**config.mk**
```make
export PLATFORM = sky130hd
export DESIGN_NAME = mul_iter
export DESIGN_NICKNAME = d
export VERILOG_FILES = /design/src/rtl/mul_iter_pkg.sv /design/src/rtl/mul_iter_pp.sv /design/src/rtl/mul_iter.sv
export SDC_FILE = /design/constraint.sdc
export NUM_CORES = 1
export LEC_CHECK = 0
export BUFFER_PORTS_ARGS = -buffer_cell sky130_fd_sc_hd__buf_2
export CORE_MARGIN = 2
export CORE_UTILIZATION = 60
export CTS_CLUSTER_SIZE = 16
export DETAILED_ROUTE_END_ITERATION = 8
export PLACE_DENSITY = 0.79
export SLEW_MARGIN = 20
export SYNTH_ARGS = -nofsm -noshare
export SYNTH_HDL_FRONTEND = slang
export SYNTH_SLANG_ARGS = --single-unit
```
**constraint.sdc**
```tcl
create_clock -name clk -period 7.34 [get_ports clk]
set_clock_uncertainty 0.05 [all_clocks]
set_input_delay 0 -clock clk [delete_from_list [all_inputs] [get_ports clk]]
set_output_delay 0 -clock clk [all_outputs]
set_load 0.01 [all_outputs]
```
**src/rtl/mul_iter_pkg.sv**
```systemverilog
// mul_iter_pkg: shared constants and state encoding for the iterative multiplier.
package mul_iter_pkg;

    localparam logic       MulStart    = 1'b1;
    localparam logic       MulStop     = 1'b0;
    localparam logic       MulReady    = 1'b1;
    localparam logic       MulNotReady = 1'b0;

    localparam logic [1:0] MulSignUU   = 2'b00;
    localparam logic [1:0] MulSignSS   = 2'b01;
    localparam logic [1:0] MulSignSU   = 2'b10;

    typedef enum logic [2:0] {
        S_FREE,
        S_BYZERO,
        S_ON,
        S_FIX,
        S_END
    } state_e;

endpackage

```
**src/rtl/mul_iter_pp.sv**
```systemverilog
// mul_iter_pp: STEP-bit partial product of a pre-shifted multiplicand.
module mul_iter_pp #(
    parameter int WIDTH = 32,
    parameter int STEP  = 2
) (
    input  logic [2*WIDTH-1:0] i_mcand,
    input  logic [STEP-1:0]    i_bits,
    output logic [2*WIDTH-1:0] o_pp
);

    always_comb begin
        o_pp = '0;
        for (int j = 0; j < STEP; j++)
            if (i_bits[j]) o_pp = o_pp + (i_mcand << j);
    end

endmodule

```
**src/rtl/mul_iter.sv**
```systemverilog
// mul_iter: sign-magnitude shift-add multiplier with optional accumulate,
// retiring STEP multiplier bits per cycle.
module mul_iter import mul_iter_pkg::*; #(
    parameter int WIDTH = 32,
    parameter int STEP  = 2
) (
    input  logic               clk,
    input  logic               rst,
    input  logic               start_i,
    input  logic               annul_i,
    input  logic [1:0]         sign_mode_i,
    input  logic               acc_en_i,
    input  logic               acc_sub_i,
    input  logic [WIDTH-1:0]   opdata1_i,
    input  logic [WIDTH-1:0]   opdata2_i,
    input  logic [2*WIDTH-1:0] acc_i,
    output logic [2*WIDTH-1:0] result_o,
    output logic               ready_o,
    output logic               busy_o
);

    localparam int N  = WIDTH / STEP;
    localparam int CW = $clog2(N + 1);
    localparam int W2 = 2 * WIDTH;

    state_e           r_state, w_next;
    logic [W2-1:0]    r_mcand, r_sum, r_acc, r_res, w_pp, w_prod, w_fix;
    logic [WIDTH-1:0] r_mplier, w_mag1, w_mag2;
    logic [CW-1:0]    r_cnt;
    logic             r_neg, r_acc_en, r_acc_sub, r_ready;
    logic             w_neg1, w_neg2, w_accept;

    assign w_neg1   = (sign_mode_i == MulSignSS || sign_mode_i == MulSignSU) && opdata1_i[WIDTH-1];
    assign w_neg2   = (sign_mode_i == MulSignSS) && opdata2_i[WIDTH-1];
    assign w_mag1   = w_neg1 ? -opdata1_i : opdata1_i;
    assign w_mag2   = w_neg2 ? -opdata2_i : opdata2_i;
    assign w_accept = r_state == S_FREE && start_i == MulStart && !annul_i;
    assign w_prod   = r_neg ? -r_sum : r_sum;
    assign w_fix    = !r_acc_en ? w_prod : r_acc_sub ? r_acc - w_prod : r_acc + w_prod;

    assign ready_o  = r_ready;
    assign busy_o   = r_state != S_FREE;
    assign result_o = r_ready ? r_res : '0;

    mul_iter_pp #(.WIDTH(WIDTH), .STEP(STEP)) u_pp (
        .i_mcand (r_mcand),
        .i_bits  (r_mplier[STEP-1:0]),
        .o_pp    (w_pp)
    );

    always_ff @(posedge clk or negedge rst)
        if (!rst) r_state <= S_FREE;
        else      r_state <= w_next;

    always_comb begin
        w_next = r_state;
        case (r_state)
            S_FREE:   if (w_accept) w_next = (opdata1_i == '0 || opdata2_i == '0) ? S_BYZERO : S_ON;
            S_BYZERO: w_next = annul_i ? S_FREE : S_END;
            S_ON:     w_next = annul_i ? S_FREE : (r_cnt == CW'(N - 1)) ? S_FIX : S_ON;
            S_FIX:    w_next = annul_i ? S_FREE : S_END;
            S_END:    w_next = (r_ready && start_i == MulStop) ? S_FREE : S_END;
            default:  w_next = S_FREE;
        endcase
    end

    // ready lags entry to END by one edge so latency lands on the +2 boundary
    always_ff @(posedge clk or negedge rst)
        if (!rst) begin
            r_mcand   <= '0;
            r_mplier  <= '0;
            r_sum     <= '0;
            r_acc     <= '0;
            r_res     <= '0;
            r_cnt     <= '0;
            r_neg     <= 1'b0;
            r_acc_en  <= 1'b0;
            r_acc_sub <= 1'b0;
            r_ready   <= MulNotReady;
        end else begin
            r_ready <= (r_state == S_END && w_next == S_END) ? MulReady : MulNotReady;
            case (r_state)
                S_FREE: if (w_accept) begin
                    r_mcand   <= W2'(w_mag1);
                    r_mplier  <= w_mag2;
                    r_neg     <= w_neg1 ^ w_neg2;
                    r_acc_en  <= acc_en_i;
                    r_acc_sub <= acc_sub_i;
                    r_acc     <= acc_i;
                    r_sum     <= '0;
                    r_res     <= '0;
                    r_cnt     <= '0;
                end
                S_ON: begin
                    r_sum    <= r_sum + w_pp;
                    r_mcand  <= r_mcand << STEP;
                    r_mplier <= r_mplier >> STEP;
                    r_cnt    <= r_cnt + 1'b1;
                end
                S_BYZERO: r_res <= r_acc_en ? r_acc : '0;
                S_FIX:    r_res <= w_fix;
                default: ;
            endcase
        end

endmodule

```
==> flow_summary.yaml <==
floorplan:
  design.core.area_um2: 47400
  initial_core_util: 0.604
  fp.dieW_um: 223
  ios: 202
  die_h_um: 223
  rows: 80
  die_area_um2: 49500
logic_synthesis:
  synth_area_leaders: "dfrtp_1 26%, ha_1 8.5%, nand2_1 7.0%, o21ai_0 6.2%, a21oi_1 5.4%"
  ys_types: 80
  synth_edf_count: 0
  syn_inst: 3699
  synth.top_cell.area_share: 0.262
  yosysWarnings: 0
  ys.flop_type: "dfrtp_1"
  syn_area_per_cell_um2: 7.75
  ys_ff_latch: 300
  synth_area_um2: 28700
  syn-num-nets: 4033
  synthArstFlopShare: 1.00
  yosysTopAreaCell: "dfrtp_1"
  ys_seq_area_frac: 0.262
detailed_routing:
  routedWlPerCell_um: 18.3
  firstDrtPassIters: 8
  topRoutingLayerUsed: "met4"
  drc: 0
  viasPerCell: 6.13
  routed_wl_um: 84500
  ant_nets: 0
  met3_length_um: 6330
  dr_wl_met2_um: 37100
  drt-initial-drc-count: 3098
  met1Wirelength_um: 38600
  vias: 28200
clock_network:
  clk_latency_ns: 0.57
  path_clk_slew_ns: 0.06
  numCtsBuffers: 36
  tritoncts: "built"
  root_buffer: "clkbuf_16"
  cts_sinks: 300
  htree_levels: 2
  cts_buffer_depth: 3
sta:
  period_needed_ns: 6.99
  hold_slack_ns: -0.0116
  setup_violations: 0
  rsz0062_at_grt: "false"
  fmax_ghz: 0.143
  min_period_over_period: 0.953
  drv_slew: 0
  tightest_slew_ns: 1.10
  relSlewSlack: 0.265
  final-hold-violation-count: 5
  tns_ns: 0
finish:
  multiInputGateArea_um2: 20200
  fill_cells: 3839
  drive_above_1_share: 0.113
  mostFrequentLayoutCells: "531 x nand2_1, 352 x o21ai_0, 311 x a21oi_1, 294 x dfrtp_1, 218 x nor2_1"
  ff_latch_area_um2: 7510
  final_common_cell: "nand2_1"
  final_core_util: 0.698
  fin_area_um2: 33100
  nets: 4297
  area_growth_pct: 15.5
setup_path:
  crit_start: "r_sum[9]"
  worst_path_largest_cell_delay_ns: 0.65
  reg2reg_from: "r_sum[9]"
  startpoint_type: "flop"
  end_kind: "flop"
  crit_chain: "or4_4, or4_4, or3_1, nand2_1, xor2_1, nand2_1, nor2b_1, and4_1, and2_1, a31oi_1, xor2_1, ha_1, buf_4, nand4_1, or4_1, a21oi_1, nor4_1, o32ai_1, a31oi_1, o31ai_1, a2111oi_0, a21oi_1, xnor2_1, o21ai_1"
  crit_required_ns: 7.70
  path_buf_inv: 1
  critPathKind: "reg -> reg"
  arrival_ns: 7.36
  crit_family: "simple AND/OR/NAND/NOR gates"
  worstPathMaxFanout: 18
  cp_slowest_cell: "or4_4"
grt:
  grt_pass1_vias: 26400
  grt_usage: 0.334
  grt_pass1_wl_um: 137000
  antenna_found_initial: 1
  grt_overflow: 0
  grt_max_degree: 148
power_and_ir_drop:
  pwr-share-clk: 0.103
  cellPowerDensity_nw_per_um2: 526
  p_int_mw: 8.45
  pwr-share-seq: 0.181
  power.switching_fraction: 0.515
  combPwrFrac: 0.716
  power.leakage_nw: 15.4
  peakVddDrop_mv: 0.254
  power.net_switching_mw: 8.96
worst_hold_path:
  min_path_type: "in -> async"
placement:
  place_congestion: 1.01
  placed_area_um2: 30100
  io_buffers: 201
  dp_hpwl_um: 59600
run_status:
  failed_checks: "negative hold slack"
  status: "finished, violations left"
flow_run:
  maxCapViolCount: 0
sequential cells by signal, summed over array words and instances, names as in the netlist:
| signal | count |
|---|---|
| r_state | 3 |
| r_acc_en | 1 |
| r_res | 64 |
| r_acc | 64 |
| r_cnt | 5 |
| r_acc_sub | 1 |
| r_mcand | 64 |
| r_neg | 1 |
| ready_o | 1 |
| r_sum | 64 |
| r_mplier | 32 |
layout make-up:
type | instances | share of cell area
Multi-Input combinational cell | 3115 | 0.609
Clock buffer | 50 | 0.0300
Timing Repair Buffer | 434 | 0.0975
Tap cell | 615 | 0.0232
Inverter | 76 | 0.00861
Sequential cell | 300 | 0.227
Clock inverter | 14 | 0.00476
Antenna cell | 2 | 0.000151
power by group through the flow:
| stage | registers (mW) | clock network [mW] | logic [mW] |
|---|---|---|---|
| floorplan | 2.74 | 0 | 9.52 |
| global placement | 3.11 | 0 | 11.9 |
| detailed placement | 3.12 | 0 | 12.0 |
| CTS | 3.11 | 1.82 | 12.2 |
| global route | 3.23 | 1.88 | 13.8 |
| finish | 3.15 | 1.80 | 12.5 |
final timing paths:
kind / endpoint / slack, ns / cells past startpoint
min in group clk: r_acc[47] / 0.11 / 4
min: r_res[7] / -0.01 / 2
max in group asynchronous: r_state[1] / 5.84 / 3
max: r_res[63] / 0.35 / 24
min reg2reg: r_res[7] / 0.43 / 2
max reg2reg: r_res[63] / 0.35 / 24
cells in the mapped netlist (all sizes together), types with 87 or more instances:
master and n:
xor2 178, a21o 106, dfrtp 300, nand2 533, clkbuf 178, nor2 220, a21oi 312, nand3 88
o21ai 354, xnor2 178, a22oi 87, and2 142, ha 195
logic make-up (layout without fill, tap and decap cells):
group / Yosys count / after routing / share of synthesized area
compound gates: 1144 / 1144 / 0.245
xor+xnor: 356 / 356 / 0.109
fa+ha+maj: 198 / 198 / 0.0872
buf+inv: 284 / 574 / 0.0381
flops: 300 / 300 / 0.262
mux: 90 / 90 / 0.0349
other cells: 0 / 2 / 0
simple gates: 1327 / 1327 / 0.223
routing by layer:
metal / GRT usage / vias up
met5: 0 / -
met4: 0.104 / 0
met3: 0.0413 / 173
met2: 0.521 / 1087
met1: 0.483 / 13200
li1: - / 13800
stage by stage:
stage / power, mW / instances / hold slack (ns) / setup slack (ns)
final: 17.4 / 4606 / -0.0116 / 0.346
after global routing: 18.9 / 4605 / 0.0830 / 0.00778
after CTS: 17.1 / 4603 / 0.0116 / 0.198
after detailed placement: 15.1 / 4364 / 0.0191 / 0.210
after global placement: 15.0 / 4364 / 0.0137 / 0.419
after floorplan: 12.3 / 3699 / -0.346 / 0.650
repair_timing:
| item | 4_1_cts | 5_1_grt |
|---|---|---|
| hold buffers | 175 | 0 |
| buffers inserted | 0 | 1 |
| setup endpoints to repair | 0 | 15 |
| resized for setup | 0 | 15 |
| hold endpoints to repair | 228 | 0 |
No activity file was read; power rests on OpenSTA's default activity.
